[src/rtl/seq_mdu_pkg.sv]
// Shared definitions for the iterative multiply/divide unit: opcodes,
// FSM state encoding and a two's-complement magnitude helper.
package seq_mdu_pkg;

  localparam logic [2:0] OP_MULT  = 3'd0;
  localparam logic [2:0] OP_MULTU = 3'd1;
  localparam logic [2:0] OP_DIV   = 3'd2;
  localparam logic [2:0] OP_DIVU  = 3'd3;
  localparam logic [2:0] OP_MTHI  = 3'd4;
  localparam logic [2:0] OP_MTLO  = 3'd5;

  typedef enum logic [1:0] {
    IDLE = 2'd0,
    RUN  = 2'd1,
    FIX  = 2'd2,
    DONE = 2'd3
  } state_t;

  // Widest value the helper handles; callers zero-extend into it and
  // truncate the result back, which is exact for two's-complement negation.
  localparam int MAXW = 128;

  // Conditional two's-complement negation (magnitude of a negative value,
  // or sign restoration of a magnitude).
  function automatic logic [MAXW-1:0] twos_mag(input logic [MAXW-1:0] x,
                                               input logic            neg);
    return neg ? (~x + MAXW'(1)) : x;
  endfunction

endpackage

[src/rtl/seq_mdu_if.sv]
// Request/response bundle between the execute stage and the MDU.
interface seq_mdu_if #(
  parameter int N = 32
);
  logic         start;
  logic [2:0]   opCode;
  logic [N-1:0] busA;
  logic [N-1:0] busB;
  logic         busy;
  logic         done;
  logic         divByZero;
  logic [N-1:0] hi;
  logic [N-1:0] lo;

  modport master (
    output start, opCode, busA, busB,
    input  busy, done, divByZero, hi, lo
  );

  modport slave (
    input  start, opCode, busA, busB,
    output busy, done, divByZero, hi, lo
  );
endinterface

[src/rtl/seq_mdu_step.sv]
// One iteration of the MDU datapath: a shift-add multiply step or a
// restoring shift-subtract divide step on a 2N+1 bit accumulator.
// Multiply: acc = {partial product (N+1), multiplier bits still to consume (N)}.
// Divide:   acc = {partial remainder (N+1), dividend/quotient bits (N)}.
module mdu_step #(
  parameter int N = 32
) (
  input  logic [2*N:0] acc,
  input  logic [N-1:0] operand,
  input  logic         div_mode,
  output logic [2*N:0] acc_next
);

  logic [N:0]   sum;
  logic [2*N:0] shifted;
  logic [N+1:0] diff;

  // Compute both candidate steps and select by mode.
  always_comb begin
    sum      = '0;
    shifted  = '0;
    diff     = '0;
    acc_next = acc;
    if (div_mode) begin
      shifted = {acc[2*N-1:0], 1'b0};
      diff    = {1'b0, shifted[2*N:N]} - {2'b00, operand};
      if (!diff[N+1]) begin
        acc_next = {diff[N:0], shifted[N-1:1], 1'b1};
      end else begin
        acc_next = shifted;
      end
    end else begin
      sum      = acc[2*N:N] + (acc[0] ? {1'b0, operand} : {(N+1){1'b0}});
      acc_next = {1'b0, sum, acc[N-1:1]};
    end
  end

endmodule

[src/rtl/seq_mdu.sv]
// Iterative multiply/divide unit with architectural HI/LO registers.
// Mult/div take N iteration cycles plus one sign-fix cycle, then a
// one-cycle done pulse; MTHI/MTLO and divide-by-zero finish immediately.
module seq_mdu
  import seq_mdu_pkg::*;
#(
  parameter int N = 32
) (
  input  logic    clk,
  input  logic    reset,
  seq_mdu_if.slave bus
);

  localparam int CW = $clog2(N) + 1;

  state_t         state, next_state;
  logic [CW-1:0]  counter;
  logic [2*N:0]   acc;
  logic [2*N:0]   acc_next;
  logic [N-1:0]   opnd;
  logic           is_div;
  logic           neg_res;
  logic           neg_rem;
  logic           dbz;
  logic [N-1:0]   hi_r;
  logic [N-1:0]   lo_r;

  logic           signed_op;
  logic           div_op;
  logic           zero_div;
  logic           a_neg;
  logic           b_neg;
  logic [N-1:0]   mag_a;
  logic [N-1:0]   mag_b;
  logic [2*N-1:0] prod_fix;
  logic [N-1:0]   quo_fix;
  logic [N-1:0]   rem_fix;

  mdu_step #(.N(N)) u_step (
    .acc      (acc),
    .operand  (opnd),
    .div_mode (is_div),
    .acc_next (acc_next)
  );

  // Operand decode at acceptance and sign restoration for the FIX cycle.
  always_comb begin
    signed_op = (bus.opCode == OP_MULT) || (bus.opCode == OP_DIV);
    div_op    = (bus.opCode == OP_DIV) || (bus.opCode == OP_DIVU);
    zero_div  = div_op && (bus.busB == '0);
    a_neg     = signed_op && bus.busA[N-1];
    b_neg     = signed_op && bus.busB[N-1];
    mag_a     = N'(twos_mag(MAXW'(bus.busA), a_neg));
    mag_b     = N'(twos_mag(MAXW'(bus.busB), b_neg));
    prod_fix  = (2*N)'(twos_mag(MAXW'(acc[2*N-1:0]), neg_res));
    quo_fix   = N'(twos_mag(MAXW'(acc[N-1:0]), neg_res));
    rem_fix   = N'(twos_mag(MAXW'(acc[2*N-1:N]), neg_rem));
  end

  // State register.
  always_ff @(posedge clk or posedge reset) begin
    if (reset) begin
      state <= IDLE;
    end else begin
      state <= next_state;
    end
  end

  // Next-state logic; starts are only honoured in IDLE.
  always_comb begin
    next_state = state;
    case (state)
      IDLE: begin
        if (bus.start) begin
          case (bus.opCode)
            OP_MULT, OP_MULTU, OP_DIV, OP_DIVU:
              next_state = zero_div ? DONE : RUN;
            OP_MTHI, OP_MTLO:
              next_state = DONE;
            default:
              next_state = IDLE;
          endcase
        end
      end
      RUN:     next_state = (counter == CW'(N-1)) ? FIX : RUN;
      FIX:     next_state = DONE;
      DONE:    next_state = IDLE;
      default: next_state = IDLE;
    endcase
  end

  // Datapath: operand latch, iteration, and HI/LO writeback.
  always_ff @(posedge clk or posedge reset) begin
    if (reset) begin
      counter <= '0;
      acc     <= '0;
      opnd    <= '0;
      is_div  <= 1'b0;
      neg_res <= 1'b0;
      neg_rem <= 1'b0;
      dbz     <= 1'b0;
      hi_r    <= '0;
      lo_r    <= '0;
    end else begin
      case (state)
        IDLE: begin
          if (bus.start) begin
            case (bus.opCode)
              OP_MULT, OP_MULTU, OP_DIV, OP_DIVU: begin
                dbz <= zero_div;
                if (zero_div) begin
                  hi_r <= bus.busA;
                  lo_r <= '1;
                end else begin
                  acc     <= {{(N+1){1'b0}}, mag_a};
                  opnd    <= mag_b;
                  is_div  <= div_op;
                  neg_res <= a_neg ^ b_neg;
                  neg_rem <= a_neg;
                  counter <= '0;
                end
              end
              OP_MTHI: begin
                dbz  <= 1'b0;
                hi_r <= bus.busA;
              end
              OP_MTLO: begin
                dbz  <= 1'b0;
                lo_r <= bus.busA;
              end
              default: ;
            endcase
          end
        end
        RUN: begin
          acc     <= acc_next;
          counter <= counter + CW'(1);
        end
        FIX: begin
          if (is_div) begin
            hi_r <= rem_fix;
            lo_r <= quo_fix;
          end else begin
            hi_r <= prod_fix[2*N-1:N];
            lo_r <= prod_fix[N-1:0];
          end
        end
        default: ;
      endcase
    end
  end

  assign bus.busy      = (state == RUN) || (state == FIX);
  assign bus.done      = (state == DONE);
  assign bus.divByZero = dbz;
  assign bus.hi        = hi_r;
  assign bus.lo        = lo_r;

endmodule
[src/flat_wrapper.sv]
// flat-port wrapper written by rule: the top's interface ports become plain ports
module seq_mdu_flat import seq_mdu_pkg::*;
#(
  parameter int N = 32
)
  (clk, reset, bus_start, bus_opCode, bus_busA, bus_busB, bus_busy, bus_done, bus_divByZero, bus_hi, bus_lo);
  seq_mdu_if #(.N(N)) bus_i ();
  input  logic clk;
  input  logic reset;
  input wire logic [$bits(bus_i.start)-1:0] bus_start;
  input wire logic [$bits(bus_i.opCode)-1:0] bus_opCode;
  input wire logic [$bits(bus_i.busA)-1:0] bus_busA;
  input wire logic [$bits(bus_i.busB)-1:0] bus_busB;
  output wire logic [$bits(bus_i.busy)-1:0] bus_busy;
  output wire logic [$bits(bus_i.done)-1:0] bus_done;
  output wire logic [$bits(bus_i.divByZero)-1:0] bus_divByZero;
  output wire logic [$bits(bus_i.hi)-1:0] bus_hi;
  output wire logic [$bits(bus_i.lo)-1:0] bus_lo;
  assign bus_i.start = bus_start;
  assign bus_i.opCode = bus_opCode;
  assign bus_i.busA = bus_busA;
  assign bus_i.busB = bus_busB;
  assign bus_busy = bus_i.busy;
  assign bus_done = bus_i.done;
  assign bus_divByZero = bus_i.divByZero;
  assign bus_hi = bus_i.hi;
  assign bus_lo = bus_i.lo;
  seq_mdu #(.N(N)) u_core (.clk(clk), .reset(reset), .bus(bus_i));
endmodule
[config.mk]
export PLATFORM = sky130hd
export DESIGN_NAME = seq_mdu_flat
export DESIGN_NICKNAME = d
export VERILOG_FILES = /design/src/rtl/seq_mdu_pkg.sv /design/src/rtl/seq_mdu_if.sv /design/src/rtl/seq_mdu_step.sv /design/src/rtl/seq_mdu.sv /design/src/flat_wrapper.sv
export SDC_FILE = /design/constraint.sdc
export NUM_CORES = 1
export LEC_CHECK = 0
export CAP_MARGIN = 20
export CORE_MARGIN = 2
export CORE_UTILIZATION = 55
export CTS_CLUSTER_SIZE = 28
export DETAILED_ROUTE_END_ITERATION = 10
export GPL_TIMING_DRIVEN = 0
export PLACE_DENSITY = 0.8
export SLEW_MARGIN = 20
export SYNTH_ARGS = -nofsm -noshare
export SYNTH_HDL_FRONTEND = slang
export SYNTH_SLANG_ARGS = --single-unit
[constraint.sdc]
create_clock -name clk -period 5.8 [get_ports clk]
set_clock_uncertainty 0.15 [all_clocks]
set_input_delay 0.58 -clock clk [delete_from_list [all_inputs] [get_ports clk]]
set_output_delay 0.58 -clock clk [all_outputs]
set_load 0.05 [all_outputs]
* Yosys cells after proc, flatten, opt, wreduce, memory -nomap -nowiden
Index checks and enable logic that the tools add are counted.
** Word-level totals
- Register bits :: 173
- Latch bits :: 0
- RAM bits :: 0
- ROM bits :: 0
- Bits of input ports :: 70
- Output and inout port bits :: 67
- Word-level logic and storage cells :: 91
- Memories kept :: 0
** Cells by class
- Add/subtract/negate cells :: 8
- Multiply operators :: 0
- Div/mod/pow operators :: 0
- Magnitude comparators :: 0
- Equality and inequality tests :: 15
- Shifts and indexed selects :: 0
- Muxes and demuxes :: 32
- Bitwise logic cells :: 7
- Reduce and logical (&&, ||, !) cells :: 19
** Operators with widths (count)
- $mux W32 :: 11
- $mux W65 :: 5
- $pmux W32 S2 :: 4
- $pmux W65 S2 :: 1
- $add A32 B1 Y32 const B :: 4
- $not A32 Y32 :: 4
- $add A64 B1 Y64 const B :: 1
- $mux W64 :: 1
- $not A64 Y64 :: 1
- $sub A33 B32 Y34 :: 1
- $add A33 B32 Y33 :: 1
- $logic_not A32 Y1 :: 1
- $mux W6 :: 3
- $reduce_and A4 Y1 :: 4
- $pmux W6 S2 :: 1
- $ne A3 B2 Y1 const B :: 3
- $pmux W2 S4 :: 1
- $add A6 B1 Y6 const B :: 1
- $eq A3 B2 Y1 const B :: 2
- $eq A3 B3 Y1 const B :: 2
- $eq A6 B5 Y1 const B :: 1
- $mux W2 :: 3
- $reduce_bool A2 Y1 :: 3
- $eq A2 B2 Y1 const B :: 2
- other kinds (15) :: 20

* Longest topological paths before layout
- Word-level depth :: 8
- Mapped depth :: 14
- Mapped depth without buffers :: 13

* Cells and area by module
From an unflattened synthesis, not the netlist that was laid out.
** Second synthesis, totals
- Cells, all modules :: 1954
- Area total of the unflattened synthesis :: 15424.8 µm²
** Modules (own cells, without submodules)
- seq_mdu :: instances 1, cells each 1267, area each 10622.7 µm², seq. area each 4329.2 µm²
- mdu_step :: instances 1, cells each 687, area each 4802.1 µm², seq. area each 0.0 µm²

* Worst setup path before layout
Ideal clock, no wire load.
- Path type :: register to register
- Start point :: register u_core.acc[54]
- End point :: register u_core.acc[64]
- Setup time :: 0.094 ns
- Arrival time :: 3.135 ns
- Required time :: 5.556 ns
- Setup slack :: 2.421 ns
- Stages on the path, launching flop included :: 13
- Buffers on the path :: 2
- Period minus slack after synthesis :: 3.379 ns
- Path through :: dfrtp_1 ha_1 clkbuf_1 nand2_1 or4_1 nor4_1 and3_1 nor3_1 a211oi_2 nor2_1 buf_2 o31a_1 a211oi_1
** On the way
- Word-level cells in the longest chain between the ends :: 4
** Ends and longest elaborated chain
- from (decl) :: RTL line seq_mdu.sv:18 : logic [2*N:0] acc;
- from (signal assigned) :: RTL line seq_mdu.sv:115 : acc <= {{(N+1){1'b0}}, mag_a};
- from (signal assigned) :: RTL line seq_mdu.sv:136 : acc <= acc_next;
- $sub A33 B32 Y34 :: RTL line seq_mdu_step.sv:26 : diff = {1'b0, shifted[2*N:N]} - {2'b00, operand};
- $mux W65 :: RTL line seq_mdu_step.sv:27 : if (!diff[N+1]) begin
- $mux W65 :: RTL line seq_mdu_step.sv:24 : if (div_mode) begin
- $pmux W65 S2 :: RTL line seq_mdu.sv:105 : case (state)
Every way passes these cells.
A chain may end at the register's enable or synchronous reset.

* Worst setup path after layout
- Start point :: input port bus_busB[5]
- End point :: register u_core.acc[29]
** On the way
- Word-level cells in the longest chain between the ends :: 4
** Ends and longest elaborated chain
- from (decl) :: RTL line flat_wrapper.sv:13 : input wire logic [$bits(bus_i.busB)-1:0] bus_busB;
- $logic_not A32 Y1 :: RTL line seq_mdu.sv:50 : zero_div = div_op && (bus.busB == '0);
- $logic_and A1 B1 Y1 :: RTL line seq_mdu.sv:50
- $ne A2 B2 Y1 (no line)
- $reduce_and A4 Y1 (no line)
Every way passes these cells.

==> impl_metrics.ini <==
[die]
fp.dieW_um = 166
start_util_pct = 55.6
rows = 59
coreArea_um2 = 25800
fp.dieH_um = 166
dieArea_um2 = 27400
io_pins = 137

[logic_synthesis]
netlist_instances = 1841
yosysWarnings = 0
synthArstFlopShare_pct = 100
ys_types = 69
synth_commonest_cells = nand2_1, o21ai_0, dfrtp_1
synth-edff-count = 0
synth-seq-area-share_pct = 30.1
synth.net_count = 1986
synth-main-ff-cell = dfrtp_1
ys_ff_latch = 173
synth.largest_area_cell = dfrtp_1
yosysTopAreaCellShare_pct = 30.1
avgSynthCellArea_um2 = 7.81
synthTopCellsByArea = dfrtp_1, o21ai_0, nand2_1, ha_1, xnor2_1
netlist_area_um2 = 14400
synth_most_common_cell = nand2_1

[worst_setup_path]
cp_max_fo = 10
cp-endpoint = u_core.acc[29]
cp_slowest_cell = clkbuf_1
end_kind = register
cp-start-kind = input port
rrSetupSlack_ps = 1110
max_stage_delay_ps = 710
cp.arrival_ps = 5040
reg2reg_depth = 12
cp.required_ps = 6010
critPathKind = in -> reg
r2r_end = u_core.acc[64]
cp_cell_sequence = clkdlybuf4s50_1 -> or4_1 -> nor4_1 -> and4b_1 -> o31ai_1 -> o21ai_1 -> clkbuf_1 -> clkbuf_1 -> nand2_1 -> o21ai_0
cpMostUsedCell = clkbuf_1
worstSetupStartpoint = bus_busB[5]
timing.rr.start = u_core.acc[54]

[power_and_ir_drop]
vdd.ir_drop.worst_v = 0.000325
finalPower_mw = 10.5
seqPwrFrac_pct = 21.9
comb_power_share_pct = 66.9
clockPowerShare_pct = 11.2
netSwitchingPower_mw = 5.69
switching_share_pct = 54.3
p_leak_nw = 7.14
p_int_mw = 4.78
power_density_nw_per_um2 = 625

[drt]
drt_iter0_markers = 1595
drc = 0
dr_total_vias = 14752
first_pass_iters = 6
ant_nets = 0
routedWlPerCell_um = 20.7
wl_um = 48500
via_per_inst = 6.30

[clock_network]
cts_buffer_depth = 2
h-tree-depth = 4
root_buffer = clkbuf_16
path_clk_slew_ps = 80
post-cts-setup-buffers = 0
clock_sinks = 173
clock_latency_ps = 460
cts_tree = done
numCtsBuffers = 17
ctsHoldBuffers = 0
cts_resized = 0

[global_routing]
grt_overflow_total = 0
antenna_found_initial = 1
grt_max_degree = 102
track_usage_pct = 34.7
first_global_vias = 14510
grt_pass1_wl_um = 76600

[place]
io_buffers = 135
dp.cells = 2312
dp_hpwl_um = 37200
globalplace.congestion = 0.976

[finish]
layout-drive-gt1-share_pct = 3.14
n_antenna_cell = 0
ff_latch_area_um2 = 4330
final_cells = 2343
finalNetCount = 2141
final_core_util_pct = 64.8
syn_to_final_growth_pct = 16.6
multiInputGateArea_um2 = 9370
fill_cells = 2272

[flow_run]
max_cap_viol_count = 0

[sta]
hold_violations = 0
max_slew_margin_pct = 26.6
period_share_pct = 83.3
rsz0062_at_grt = no
min_period_ps = 4830
tightestPinTransition_ps = 1090
maxSlewViolCount = 0
fmax_ghz = 0.207
finalSetupViolCount = 0

[worst_hold_path]
hold_class = reg -> reg

[run_status]
status = finished, final reports clean
routing by layer:
metal / wire (um) / track usage [%]
met1: 18800 / 41.9
met2: 23100 / 58.3
met3: 3880 / 6.21
met4: 2680 / 20.1
met5: 0 / 0
layout make-up:
type | instances | area share [%]
repair buffers | 136 | 8.23
inverters | 65 | 1.50
plain buffers | 108 | 2.56
flip-flops and latches | 173 | 25.8
clock inverters | 14 | 0.896
multi-input cells | 1495 | 55.9
clock buffers | 17 | 2.54
well taps | 335 | 2.50
critical path: cells and delay by family:
family | cells | cell delay (ps)
AOI/OAI and AO/OA | 3 | 960
buffers and inverters | 3 | 1690
and+or+nand+nor | 4 | 1790
cell usage in the layout, fill, tap and decap left out, types with 8 or more instances in the layout:
cell / netlist / final
o31ai_1: 22 / 22
or4_1: 12 / 12
a31oi_1: 11 / 11
o221ai_1: 19 / 19
o211ai_1: 11 / 11
buf_1: 12 / 12
xor2_1: 76 / 76
nand3b_1: 8 / 8
o21ai_0: 238 / 238
nand2_1: 275 / 275
o21a_1: 11 / 11
nor4_1: 24 / 24
a22oi_1: 8 / 8
o41ai_1: 13 / 13
mux2i_1: 69 / 69
nand2b_1: 14 / 14
and2_1: 10 / 10
a211oi_1: 11 / 11
nor2_1: 136 / 136
ha_1: 73 / 73
a21oi_1: 125 / 125
o22ai_1: 27 / 27
clkbuf_1: 89 / 89
inv_1: 65 / 64
dfrtp_1: 173 / 173
or3_1: 16 / 16
nor3_1: 36 / 36
a21o_1: 23 / 23
nand3_1: 29 / 29
clkdlybuf4s50_1: 0 / 135
nor2b_1: 13 / 13
xnor2_1: 98 / 98
clkbuf_16: 0 / 17
worst min-delay path by stage:
stage,cells after the start,startpoint,to
3_5_place_dp,2,u_core.bus.lo[8],u_core.bus.lo[8]
6_report,2,u_core.bus.lo[8],u_core.bus.lo[8]
2_1_floorplan,2,u_core.opnd[13],u_core.opnd[13]
5_1_grt,2,u_core.opnd[17],u_core.opnd[17]
3_3_place_gp,2,u_core.bus.lo[11],u_core.bus.lo[11]
4_1_cts,2,u_core.opnd[17],u_core.opnd[17]
through the flow:
stage                     TNS, ps  hold WS (ps)  area (um^2)  setup WS, ps
after floorplan                 0           300        14400           382
after global placement    -364390           313        16100         -2130
after detailed placement        0           319        16200           692
after CTS                       0           337        16800          1160
after global routing            0           355        16800           905
final                           0           330        16800           971
power by group through the flow:
stage,Clock (mW),Sequential [mW],Combinational [mW]
finish,1.17,2.29,7.01
CTS,1.17,2.27,6.87
detailed placement,0,2.30,6.84
global placement,0,2.27,6.71
global route,1.21,2.36,7.57
floorplan,0,2.90,4.18
state kept, by name (all words and copies together), names as in the netlist, 2 cells and up:
name,flops
u_core.counter,6
u_core.bus.lo,32
u_core.bus.hi,32
u_core.state,2
u_core.acc,65
u_core.opnd,32
cell families after synthesis:
group | share of synthesized area, %
muxes | 4.96
AOI/OAI and AO/OA | 23.7
and+or+nand+nor | 19.2
xor gates and xnor gates | 10.6
adders and majority gates | 6.63
DFF | 30.1
buffers and inverters | 4.68
(Power assumes the default switching activity.)
